**src/rtl/psram_qpi_pkg.sv**
```systemverilog
// Shared types and constants for the QPI PSRAM engine.
package psram_qpi_pkg;
  localparam int ADDR_WIDTH = 24;
  localparam int DATA_WIDTH = 32;
  localparam int NIB_W      = 4;                          // period counter, covers up to 15 dummies
  localparam int FRAME_W    = 8 + ADDR_WIDTH + DATA_WIDTH; // cmd + addr + data bits on the wire

  localparam logic [7:0] CMD_QWR = 8'h38;
  localparam logic [7:0] CMD_QRD = 8'hEB;

  typedef enum logic [2:0] {
    S_IDLE, S_CMD, S_ADDR, S_DUMMY, S_WDATA, S_RDATA, S_CEH
  } state_e;

  // Word <-> wire order: byte 0 travels first, so the word is byte-reversed.
  function automatic logic [DATA_WIDTH-1:0] bswap32(input logic [DATA_WIDTH-1:0] w);
    return {w[7:0], w[15:8], w[23:16], w[31:24]};
  endfunction
endpackage

```
**src/rtl/psram_sck_gen.sv**
```systemverilog
// SCK half-period timer: counts 0..div per half, flips phase on terminal count.
module psram_sck_gen (
  input  logic       clk_i,
  input  logic       rst_i,
  input  logic       run_i,
  input  logic [7:0] div_i,
  output logic       tick_o,
  output logic       phase_o
);
  logic [7:0] cnt_q, cnt_d;
  logic       ph_q, ph_d;

  assign tick_o  = run_i && (cnt_q == div_i);
  assign phase_o = ph_q;

  // Hold at the start of a low half while idle so every frame starts aligned.
  always_comb begin
    cnt_d = cnt_q;
    ph_d  = ph_q;
    if (!run_i) begin
      cnt_d = '0;
      ph_d  = 1'b0;
    end else if (tick_o) begin
      cnt_d = '0;
      ph_d  = ~ph_q;
    end else begin
      cnt_d = cnt_q + 8'd1;
    end
  end

  // Counter and phase registers.
  always_ff @(posedge clk_i or posedge rst_i) begin
    if (rst_i) begin
      cnt_q <= '0;
      ph_q  <= 1'b0;
    end else begin
      cnt_q <= cnt_d;
      ph_q  <= ph_d;
    end
  end
endmodule

```
**src/rtl/psram_qpi_engine.sv**
```systemverilog
// QPI frame sequencer: cmd / addr / dummy / data serialiser and read deserialiser.
module psram_qpi_engine
  import psram_qpi_pkg::*;
(
  input  logic                  clk_i,
  input  logic                  rst_i,
  input  logic [7:0]            cfg_clkdiv_i,
  input  logic [3:0]            cfg_dummy_i,
  input  logic                  req_valid_i,
  output logic                  req_ready_o,
  input  logic                  req_we_i,
  input  logic [ADDR_WIDTH-1:0] req_addr_i,
  input  logic [DATA_WIDTH-1:0] req_wdata_i,
  output logic                  rsp_valid_o,
  output logic [DATA_WIDTH-1:0] rsp_rdata_o,
  output logic                  busy_o,
  output logic                  psram_sck_o,
  output logic                  psram_ce_n_o,
  output logic [3:0]            psram_io_out_o,
  output logic [3:0]            psram_io_en_o,
  input  logic [3:0]            psram_io_in_i
);
  state_e                state_q, state_d;
  logic [NIB_W-1:0]      nib_q, nib_d, nib_lim;
  logic [7:0]            div_q, div_d;
  logic [3:0]            dummy_q, dummy_d;
  logic                  we_q, we_d;
  logic [FRAME_W-1:0]    tx_q, tx_d;
  logic [DATA_WIDTH-1:0] rx_q, rx_d, rdata_q, rdata_d;
  logic                  rd_last_q, rd_last_d, rsp_valid_q, rsp_valid_d;
  logic                  tick, phase, tick_lo, tick_hi, active, drive, nib_last;

  assign active  = state_q inside {S_CMD, S_ADDR, S_DUMMY, S_WDATA, S_RDATA};
  assign drive   = state_q inside {S_CMD, S_ADDR, S_WDATA};
  assign tick_lo = tick & ~phase;
  assign tick_hi = tick & phase;

  psram_sck_gen u_sck (
    .clk_i   (clk_i),
    .rst_i   (rst_i),
    .run_i   (state_q != S_IDLE),
    .div_i   (div_q),
    .tick_o  (tick),
    .phase_o (phase)
  );

  // Outputs decode straight from flops, so reset clears them without a clock.
  assign psram_sck_o    = phase & active;
  assign psram_ce_n_o   = ~active;
  assign psram_io_en_o  = drive ? 4'hF : 4'h0;
  assign psram_io_out_o = drive ? tx_q[FRAME_W-1 -: 4] : 4'h0;
  assign req_ready_o    = (state_q == S_IDLE);
  assign busy_o         = (state_q != S_IDLE);
  assign rsp_valid_o    = rsp_valid_q;
  assign rsp_rdata_o    = rdata_q;

  // Last SCK period index of the current state.
  always_comb begin
    nib_lim = '0;
    case (state_q)
      S_CMD:            nib_lim = NIB_W'(1);
      S_ADDR:           nib_lim = NIB_W'(5);
      S_DUMMY:          nib_lim = dummy_q - NIB_W'(1);
      S_WDATA, S_RDATA: nib_lim = NIB_W'(7);
      default:          nib_lim = '0;
    endcase
  end

  // Next-state, shifters and response; state advances at the end of a high half.
  always_comb begin
    state_d     = state_q;
    nib_d       = nib_q;
    div_d       = div_q;
    dummy_d     = dummy_q;
    we_d        = we_q;
    tx_d        = tx_q;
    rx_d        = rx_q;
    rd_last_d   = 1'b0;
    rsp_valid_d = rd_last_q;
    rdata_d     = rd_last_q ? bswap32(rx_q) : rdata_q;
    nib_last    = (nib_q == nib_lim);
    if (state_q == S_IDLE) begin
      if (req_valid_i) begin
        state_d = S_CMD;
        nib_d   = '0;
        div_d   = cfg_clkdiv_i;
        dummy_d = (cfg_dummy_i == 4'd0) ? 4'd1 : cfg_dummy_i;
        we_d    = req_we_i;
        tx_d    = {(req_we_i ? CMD_QWR : CMD_QRD), req_addr_i, bswap32(req_wdata_i)};
      end
    end else begin
      if (tick_lo && state_q == S_RDATA) rx_d = {rx_q[DATA_WIDTH-5:0], psram_io_in_i};
      if (tick_hi) begin
        nib_d = nib_last ? '0 : nib_q + NIB_W'(1);
        if (drive) tx_d = {tx_q[FRAME_W-5:0], 4'h0};
        if (nib_last) begin
          case (state_q)
            S_CMD:   state_d = S_ADDR;
            S_ADDR:  state_d = we_q ? S_WDATA : S_DUMMY;
            S_DUMMY: state_d = S_RDATA;
            S_WDATA: state_d = S_CEH;
            S_RDATA: begin
              state_d   = S_CEH;
              rd_last_d = 1'b1;
            end
            default: state_d = S_IDLE;
          endcase
        end
      end
    end
  end

  // State and datapath registers.
  always_ff @(posedge clk_i or posedge rst_i) begin
    if (rst_i) begin
      state_q     <= S_IDLE;
      nib_q       <= '0;
      div_q       <= '0;
      dummy_q     <= 4'd1;
      we_q        <= 1'b0;
      tx_q        <= '0;
      rx_q        <= '0;
      rd_last_q   <= 1'b0;
      rsp_valid_q <= 1'b0;
      rdata_q     <= '0;
    end else begin
      state_q     <= state_d;
      nib_q       <= nib_d;
      div_q       <= div_d;
      dummy_q     <= dummy_d;
      we_q        <= we_d;
      tx_q        <= tx_d;
      rx_q        <= rx_d;
      rd_last_q   <= rd_last_d;
      rsp_valid_q <= rsp_valid_d;
      rdata_q     <= rdata_d;
    end
  end
endmodule

```
**config.mk**
```make
export PLATFORM = sky130hd
export DESIGN_NAME = psram_qpi_engine
export DESIGN_NICKNAME = d
export VERILOG_FILES = /design/src/rtl/psram_qpi_pkg.sv /design/src/rtl/psram_sck_gen.sv /design/src/rtl/psram_qpi_engine.sv
export SDC_FILE = /design/constraint.sdc
export NUM_CORES = 1
export LEC_CHECK = 0
export CAP_MARGIN = 20
export CORE_MARGIN = 2
export CORE_UTILIZATION = 47
export CTS_BUF_LIST = sky130_fd_sc_hd__clkbuf_16
export DETAILED_ROUTE_END_ITERATION = 8
export PLACE_DENSITY = 0.84
export SETUP_SLACK_MARGIN = 0.02
export SLEW_MARGIN = 10
export SYNTH_ARGS = -nofsm -noshare
export SYNTH_HDL_FRONTEND = slang
export SYNTH_SLANG_ARGS = --single-unit
export TNS_END_PERCENT = 20
```
**constraint.sdc**
```tcl
create_clock -name clk_i -period 5.6 [get_ports clk_i]
set_input_delay 1.4 -clock clk_i [delete_from_list [all_inputs] [get_ports clk_i]]
set_output_delay 1.4 -clock clk_i [all_outputs]
set_load 0.01 [all_outputs]
```
Word-level counts from Yosys, hierarchy flattened
Index checks and enable logic that the tools add are counted.

Add/subtract/negate cells: 3. Multipliers: 0. Divide/modulo/power cells: 0. Magnitude comparators: 0. Equal/unequal tests: 9. Shifts and indexed selects: 0. Muxes and demuxes: 27. Bitwise logic cells: 6. Reductions and logical operators: 16.

Operators by type and width (number): $mux 64 (4); $mux 4 (7); $mux 8 (3); $pmux 4 s4 (1); $mux 3 (5); $pmux 3 s4 (1); $add 8x1->8 const B (1); $eq 8x8->1 (1); $eq 3x2->1 const B (2); $eq 3x3->1 const B (2); $mux 1 (6); $reduce_and 2->1 (3); $reduce_and 3->1 (2); $reduce_bool 2->1 (3); $reduce_bool 3->1 (2); $reduce_bool 5->1 (1); $add 4x1->4 const B (1); $eq 4x4->1 (1); $logic_not 4->1 (1); $ne 2x2->1 const B (2); $sub 4x1->4 const B (1); $and 1x1->1 (3); $eq 3x1->1 const B (1); $logic_not 3->1 (1); 3 further kinds (6).

Register bits: 159. Bits in latches: 0. RAM bits: 0. ROM bits: 0. Input port bits: 76. Output and inout bits: 45. Word-level logic and storage cells: 73. Memories kept: 0.

Logic depth before layout (Yosys ltp)
Gate-level depths: netlist of the first run.

Word-level depth: 7. Gate-level depth with buffers: 9. Gate-level depth less buffers: 8.

Modules after synthesis
A second synthesis of the first run with hierarchy kept.

Cells, all modules: 634. Area, all modules: 6949.2 sq um.

Modules (own cells, without submodules): psram_qpi_engine (instances 1, cells each 586, area each 6466.2 sq um); psram_sck_gen (instances 1, cells each 48, area each 483.0 sq um).

Least setup slack after synthesis of the first run
No wires, ideal clock.

Kind: register to output. From: reg state_q[1]. To: out psram_io_en_o[0]. Data arrival time: 1.284 ns. Data required time: 4.200 ns. Slack: 2.916 ns. Stages on the path, launching flop included: 6. Buffers on the path: 2. Cell sequence: dfrtp_1 buf_2 xor2_1 o21ai_0 inv_1 buf_4.

Word-level cells in the longest chain between the ends: 3.

Ends and longest elaborated chain: start: declaration (line psram_qpi_engine.sv:23) `state_e state_q, state_d;`; start signal: assignment (line psram_qpi_engine.sv:127) `state_q <= state_d;`; $eq 3x1->1 (tied with other cells) (line psram_qpi_engine.sv:34) `assign drive = state_q inside {S_CMD, S_ADDR, S_WDATA};`; $reduce_bool 3->1 (*) (line psram_qpi_engine.sv:34); named net drive (line psram_qpi_engine.sv:31) `logic tick, phase, tick_lo, tick_hi, active, drive, nib_last;`; $mux 4 (*) (line psram_qpi_engine.sv:50) `assign psram_io_en_o = drive ? 4'hF : 4'h0;`; end: declaration (line psram_qpi_engine.sv:20) `output logic [3:0] psram_io_en_o,`.

Mark *: on every way through the listed nets, which the timed path passes. The rest lies on a longest branch.

Worst setup path in the final report of the first run
From: reg state_q[0]. To: out psram_io_en_o[1].

Word-level cells in the longest chain between the ends: 3.

Ends and longest elaborated chain (line): $eq 3x1->1 (tied with other cells) (psram_qpi_engine.sv:34); $reduce_bool 3->1 (*) (psram_qpi_engine.sv:34); $mux 4 (*) (psram_qpi_engine.sv:50).

Every way passes the cells marked *; elsewhere a longest branch is shown, timed or not.

==> summary.md, run 1 <==
| Metric | Value |
|---|---|
| Syn avg cell area | `12.17 sq um` |
| Gpl congestion | `0.7924` |
| Post-detailed-route wirelength per cell | `17.51 microns` |
| Fin. max-slew vios | `0` |
| Clk_skew | `0.01039 ns` |
| Crit share post-route | `67.22%` |
| Share of the synthesized area in the top cell type | `58.55%` |
| Hold WC Path Type | `reg -> reg` |
| Crit end category | `primary output` |
| Max incr delay on CP | `0.54 ns` |
| Cell area after synthesis | `6753 sq um` |
| Initial antenna violation count | `0` |
| Netlist cell types | `44` |
| Final HPWL DP | `9.319 mm` |
| # clock sinks | `159` |
| TritonCTS Buffers | `17` |
| Top post-synthesis cells by count | `158 x dfrtp_1, 63 x mux2_2, 57 x a2bb2oi_1, 53 x o22ai_1, 50 x nand2_1` |
| Grt met1 use | `26.79%` |
| CP arrival | `2.36 ns` |
| Crit path max-delay cell type | `clkdlybuf4s50_1` |
| Pwr/cell area | `284.7 nW/um^2` |
| Number of global-route vias before repair | `4745` |
| Ys Warns | `0` |
| Fmax | `265.6 MHz` |
| Area delta synth->final | `27.81%` |
| Final hold vios | `0` |
| Syn_nets | `634` |
| Pint | `1947 uW` |
| Final Critical Period | `3.764 ns` |
| Reg power frac | `48.4%` |
| Post-route ant nets | `0` |
| Met2 usage | `31.49%` |
| Synth top area cells | `dfrtp_1 59%, mux2_2 11%, a2bb2oi_1 7.4%` |
| Number of hold buffers added after CTS | `0` |
| IO Pins | `121` |
| Maximum clock path buffer count | `2` |
| Post-synth EDFFs | `0` |
| Die Y | `123.9 microns` |
| Most frequent cell after synthesis | `dfrtp_1` |
| Footprint of the multi-input gates | `2509 sq um` |
| Row cnt | `43` |
| Die area | `15340 sq um` |
| DR iter-0 viols | `338` |
| Grt peak-use layer | `met2` |
| DRC | `0` |
| RSZ-0062 raised after global routing | `no` |
| Setup bufs post-CTS | `0` |
| Worst Path Required | `4.20 ns` |
| Filler Cell Count | `1044` |
| Fraction of layout cells with a size suffix above 1 | `16.17%` |
| Gr ovfl total | `0` |
| Primary FF master, synth | `dfrtp_1` |
| Comb power frac | `5.4%` |
| WS Path Type | `reg -> out` |
| Total global-route track usage | `19.89%` |
| Leading area contributor after synthesis | `dfrtp_1` |
| Global-route wire length before repair | `23.42 mm` |
| Worst slew margin | `41.07%` |
| FF/Latch Area | `3980 sq um` |
| Clock-pin transition on the worst setup and hold timing paths | `0.06 ns` |
| Max H-tree Level | `4` |
| Async SR Flop Fraction | `100.0%` |
| Post-Route WL | `14.85 mm` |
| Sequential area share after synthesis | `58.94%` |
| Via/cell ratio | `5.686` |
| Crit path cell chain | `xor2_1, o21ai_0, inv_1, clkdlybuf4s50_1` |
| CORE AREA | `13930 sq um` |
| Nets | `734` |
| Post_cts resized | `0` |
| Initial core utilization | `48.46%` |
| Largest net degree at the start of global routing | `160` |
| Clock latency on the worst-skew pair | `0.42 ns` |
| Routed via count | `4822` |
| Max Fanout on Critical Path | `12` |
| Sw Share | `20.77%` |
| Syn Inst Count | `555` |
| Largest delay share family, worst path | `buffers and inverters` |
| CTS tree | `done` |
| Final setup TNS | `0 ns` |
| Drt first pass iters | `5` |
| Met3 Usage GRT | `4.945%` |
| Status | `finished, final reports clean` |
| FF+latch count, synth | `159` |
| Port Buffer Count | `120` |
| Root Buffer | `clkbuf_16` |
| Clk network pwr share | `46.2%` |
| ANT cells | `0` |
| Setup violations, final | `0` |
| Die W | `123.9 microns` |
| CP Buf/Inv Count | `2` |
| Utilization after layout | `61.94%` |
| Max-Cap Viols | `0` |
| VDD IR max | `0.1620 mV` |
| Leakage | `0.003799 uW` |
| Worst-margin pin slew | `0.8839 ns` |
| Worst setup SP type | `register` |
| P_sw | `510.4 uW` |
tightest hold or removal path: stages, from the launching register on:
cell,delay [ns]
dfrtp_1,0.35
nand2_1,0.05
nand2_1,0.06
path summary, 6_finish.rpt:
path / endpoint / from / depth (start not counted) / slack [ns]
max reg2reg: tx_q[8]$_DFFE_PP0P_ / state_q[0]$_DFFE_PP0P_ / 8 / 2.60
max: psram_io_en_o[1] / state_q[0]$_DFFE_PP0P_ / 4 / 1.84
min: div_q[4]$_DFFE_PP0P_ / div_q[4]$_DFFE_PP0P_ / 2 / 0.50
max in group asynchronous: u_sck.cnt_q[4]$_DFF_PP0_ / rst_i / 3 / 3.38
min in group asynchronous: rx_q[5]$_DFFE_PP0P_ / rst_i / 3 / 1.51
min reg2reg: div_q[4]$_DFFE_PP0P_ / div_q[4]$_DFFE_PP0P_ / 2 / 0.50
cell type report:
class,count,area share [%]
sequential,159,46.11
tap,180,2.609
clock inverter,15,1.783
clock buffer,17,4.929
inverter,8,0.3914
multi-input combinational,342,29.07
timing repair buffer,127,15.11
power by group through the flow:
stage / registers [uW] / clock network [uW] / logic [uW]
3_5_place_dp: 1210 / 0 / 134
4_1_cts: 1190 / 1160 / 136
2_1_floorplan: 1210 / 0 / 37.3
6_report: 1190 / 1140 / 133
3_3_place_gp: 1210 / 0 / 132
5_1_grt: 1190 / 1200 / 145
flip-flops by register name (all words and copies together) (netlist names):
register and count:
u_sck.phase_o 1, u_sck.cnt_q 8, we_q 1, rd_last_q 1, rsp_rdata_o 32, dummy_q 4
rsp_valid_o 1, div_q 8, state_q 3, rx_q 32, tx_q 64, nib_q 4
metal layers:
layer  routed length (microns)  share of wire, %
met1                      6684                45
met2                      7056                48
met3                       809               5.4
met4                       301               2.0
met5                         0                 0
stage by stage:
step / hold slack (ns) / total power [uW] / instance area (sq um) / worst slack (ns) / std cells
3_3_place_gp: 0.4814 / 1339 / 7991 / 1.918 / 813
2_1_floorplan: 0.3519 / 1247 / 6756 / 2.186 / 555
5_1_grt: 0.5207 / 2541 / 8631 / 1.589 / 848
6_report: 0.5000 / 2457 / 8631 / 1.836 / 848
3_5_place_dp: 0.4924 / 1344 / 7991 / 1.717 / 813
4_1_cts: 0.5044 / 2483 / 8571 / 1.388 / 845
cells by family (layout without fill, tap and decap cells):
| family | count (synthesis) | in the layout | synth area share [%] |
|---|---|---|---|
| flops | 159 | 159 | 58.94 |
| compound gates | 137 | 137 | 14.64 |
| simple gates | 115 | 115 | 8.116 |
| mux | 67 | 67 | 11.14 |
| buf+inv | 54 | 167 | 4.021 |
| xor+xnor | 20 | 20 | 2.594 |
| fa+ha+maj | 3 | 3 | 0.5559 |
cell usage in the layout (no fill, tap or decap), drive strengths merged, types with 2 or more instances in the layout:
cell           netlist  routed
inv                  8       9
o31ai                2       2
nand2               51      51
clkinv               0       9
mux2                65      65
clkdlybuf4s50        0     120
nor2                20      20
or4                  2       2
o21ai               15      15
a21oi                5       5
xor2                 6       6
buf                 28       7
clkinvlp             0       2
bufinv               0       3
dfrtp              158     158
nand2b               3       3
nor3                 4       4
mux2i                2       2
nor2b                4       4
xnor2               14      14
nand4                8       8
a2bb2oi             57      57
ha                   3       3
and2b                2       2
and3                 3       3
o22ai               53      53
clkbuf              18      17
nand3               15      15
Note: power is estimated with default switching activity, not from simulation.
==> run 2: changes to the inputs <==
- CORE_UTILIZATION: 47 -> 50
- PLACE_DENSITY: 0.84 -> 0.86
- clock period: 5.6 -> 3.8 ns (I/O delays scaled with it)
==> run 2 against run 1 <==
  * First-iteration DRC count increased by 3.6%
  * Hold slack got worse by 0.0046 ns
  * Clock skew is 0.0051 ns higher
  * Via count rose by 0.77%
  * Largest cell class unchanged
  * Cell area grew 0.52%
==> summary.md, run 2 (same netlist as run 1, synthesis figures left out) <==
| Metric | Value |
|---|---|
| Gpl congestion | `0.8482 (+7.0%)` |
| Crit path max-delay cell type | `clkdlybuf4s50_1` |
| Worst-margin pin slew | `0.9058 ns (+0.02190 ns)` |
| Via/cell ratio | `5.723 (+0.65%)` |
| Max-Cap Viols | `0 (unchanged)` |
| DR iter-0 viols | `350 (+3.6%)` |
| Maximum clock path buffer count | `2 (unchanged)` |
| Reg power frac | `46.9% (-1.5 points)` |
| Final HPWL DP | `9.784 mm (+5.0%)` |
| CP arrival | `2.37 ns (about the same)` |
| Final Critical Period | `3.317 ns` |
| Worst setup SP type | `register` |
| Gr ovfl total | `0 (unchanged)` |
| Routed met2 length | `7.396 mm (+4.8%)` |
| Filler Cell Count | `951 (-8.9%)` |
| Die area | `14450 sq um (-5.8%)` |
| P_sw | `784.8 uW (+54%)` |
| Hold WC Path Type | `reg -> reg` |
| Metal-1 WL | `6.303 mm (-5.7%)` |
| Routed via count | `4859 (+0.77%)` |
| Pwr/cell area | `430.4 nW/um^2 (+51%)` |
| Fin. max-slew vios | `0 (unchanged)` |
| Reg-to-reg startpoint | `state_q[1]$_DFFE_PP0P_` |
| Total global-route track usage | `21.54% (+1.6 points)` |
| Crit share post-route | `87.29%` |
| Most frequent cells in the layout | `158 x dfrtp_1, 120 x clkdlybuf4s50_1, 63 x mux2_2` |
| Nets | `740 (+0.82%)` |
| Drt first pass iters | `5 (unchanged)` |
| Hold_ws | `0.4953 ns (-0.004646 ns)` |
| Most common cell after layout, fill and taps aside | `dfrtp_1` |
| Pre-CTS setup slack | `0.9008 ns (-0.8165 ns)` |
| Footprint of the multi-input gates | `2509 sq um (unchanged)` |
| Number of global-route vias before repair | `4916 (+3.6%)` |
| Comb power frac | `5.3% (about the same)` |
| Area delta synth->final | `28.48%` |
| Setup bufs post-CTS | `0 (unchanged)` |
| Wire length on met3 | `780 microns (-3.6%)` |
| Row cnt | `42 (-2.3%)` |
| Post-Route WL | `14.81 mm (-0.32%)` |
| RSZ-0062 raised after global routing | `no` |
| Clk_skew | `0.01553 ns (+0.005133 ns)` |
| CTS tree | `done` |
| Initial antenna violation count | `0 (unchanged)` |
| Pint | `2949 uW (+52%)` |
| Clock-pin transition on the worst setup and hold timing paths | `0.06 ns (about the same)` |
| Clock latency on the worst-skew pair | `0.43 ns (about the same)` |
| Worst slew margin | `39.61% (-1.5 points)` |
| Number of hold buffers added after CTS | `0 (unchanged)` |
| Crit path cell chain | `nor2_1, nand2_2, inv_2, clkdlybuf4s50_1` |
| # clock sinks | `159 (unchanged)` |
| Setup violations, final | `0 (unchanged)` |
| WS Path Type | `reg -> out` |
| Initial core utilization | `51.20% (+2.7 points)` |
| TritonCTS Buffers | `17 (unchanged)` |
| Max H-tree Level | `4 (unchanged)` |
| Status | `finished, final reports clean` |
| IO Pins | `121 (unchanged)` |
| Sw Share | `21.02% (+0.25 points)` |
| Post-route ant nets | `0 (unchanged)` |
| Crit. Startpoint | `state_q[2]$_DFFE_PP0P_` |
| Final setup TNS | `0 ns (unchanged)` |
| Post-detailed-route wirelength per cell | `17.44 microns (-0.43%)` |
| Fmax | `301.5 MHz` |
| Final hold vios | `0 (unchanged)` |
| FF/Latch Area | `3980 sq um (unchanged)` |
| Post_cts resized | `0 (unchanged)` |
| Die Y | `120.2 microns (-3.0%)` |
| Hold_sp | `div_q[6]$_DFFE_PP0P_` |
| Max incr delay on CP | `0.59 ns (+0.05 ns)` |
| Fraction of layout cells with a size suffix above 1 | `17.24% (+1.1 points)` |
| Die W | `120.2 microns (-3.0%)` |
| Number of flip-flops in the largest register | `64 (unchanged)` |
| CORE AREA | `13190 sq um (-5.3%)` |
| DRC | `0 (unchanged)` |
| Reg with most FFs | `tx_q` |
| Port Buffer Count | `120 (unchanged)` |
| Largest net degree at the start of global routing | `100 (-38%)` |
| Root Buffer | `clkbuf_16` |
| ANT cells | `0 (unchanged)` |
| Highest routed layer | `met4` |
| Leakage | `0.003822 uW (+0.60%)` |
| VDD IR max | `0.3224 mV (+99%)` |
| Worst Path Required | `2.85 ns (-1.35 ns)` |
| Crit end category | `primary output` |
| Final setup margin | `0.4830 ns (-1.353 ns)` |
| Global-route wire length before repair | `24.42 mm (+4.3%)` |
| Max Fanout on Critical Path | `29 (+17)` |
| Clk network pwr share | `47.8% (+1.6 points)` |
-- run 2: per-stage QoR --
stage | cells | util (%) | power, uW | area, sq um
5_1_grt | 849 | 65.77 | 3860 | 8676
6_report | 849 | 65.77 | 3734 | 8676
3_5_place_dp | 817 | 61.00 | 1981 | 8046
3_3_place_gp | 817 | 61.00 | 1973 | 8046
2_1_floorplan | 555 | - | 1838 | 6756
4_1_cts | 848 | 65.66 | 3765 | 8661
-- run 2: power groups by stage --
stage	logic [uW]	clock network [uW]	registers, uW
global route	213	1890	1750
finish	197	1790	1750
detailed placement	199	0	1780
floorplan	55.0	0	1780
global placement	195	0	1780
CTS	200	1810	1750
-- run 2: final timing paths --
check                                              end  cells past startpoint  slack (ns)
min in group asynchronous  rsp_rdata_o[31]$_DFFE_PP0P_                      2        0.90
hold / removal                    div_q[6]$_DFFE_PP0P_                      2        0.50
max in group asynchronous       dummy_q[0]$_DFFE_PP1P_                      3        2.06
hold reg to reg                   div_q[6]$_DFFE_PP0P_                      2        0.50
setup / recovery                           req_ready_o                      4        0.48
setup reg to reg                  tx_q[30]$_DFFE_PP0P_                      8        0.83
-- run 2: worst max-delay path, delay by kind of cell, from the launching register on --
kind,cells,cell delay [ns]
buffers and inverters,2,0.85
DFF,1,0.49
and+or+nand+nor,2,0.58
-- run 2: area by class of cell --
type | instances | share of cell area, %
Clock buffer | 17 | 4.903
Tap cell | 176 | 2.538
Inverter | 8 | 0.3894
Timing Repair Buffer | 133 | 15.20
Sequential cell | 159 | 45.88
Multi-Input combinational cell | 342 | 28.92
Clock inverter | 14 | 2.178
-- run 2: per-layer routing --
layer  up-vias  GRT usage [%]
li1       2239              -
met1      2434          27.88
met2       158          34.62
met3        28          5.094
met4         0          9.956
met5         -              0
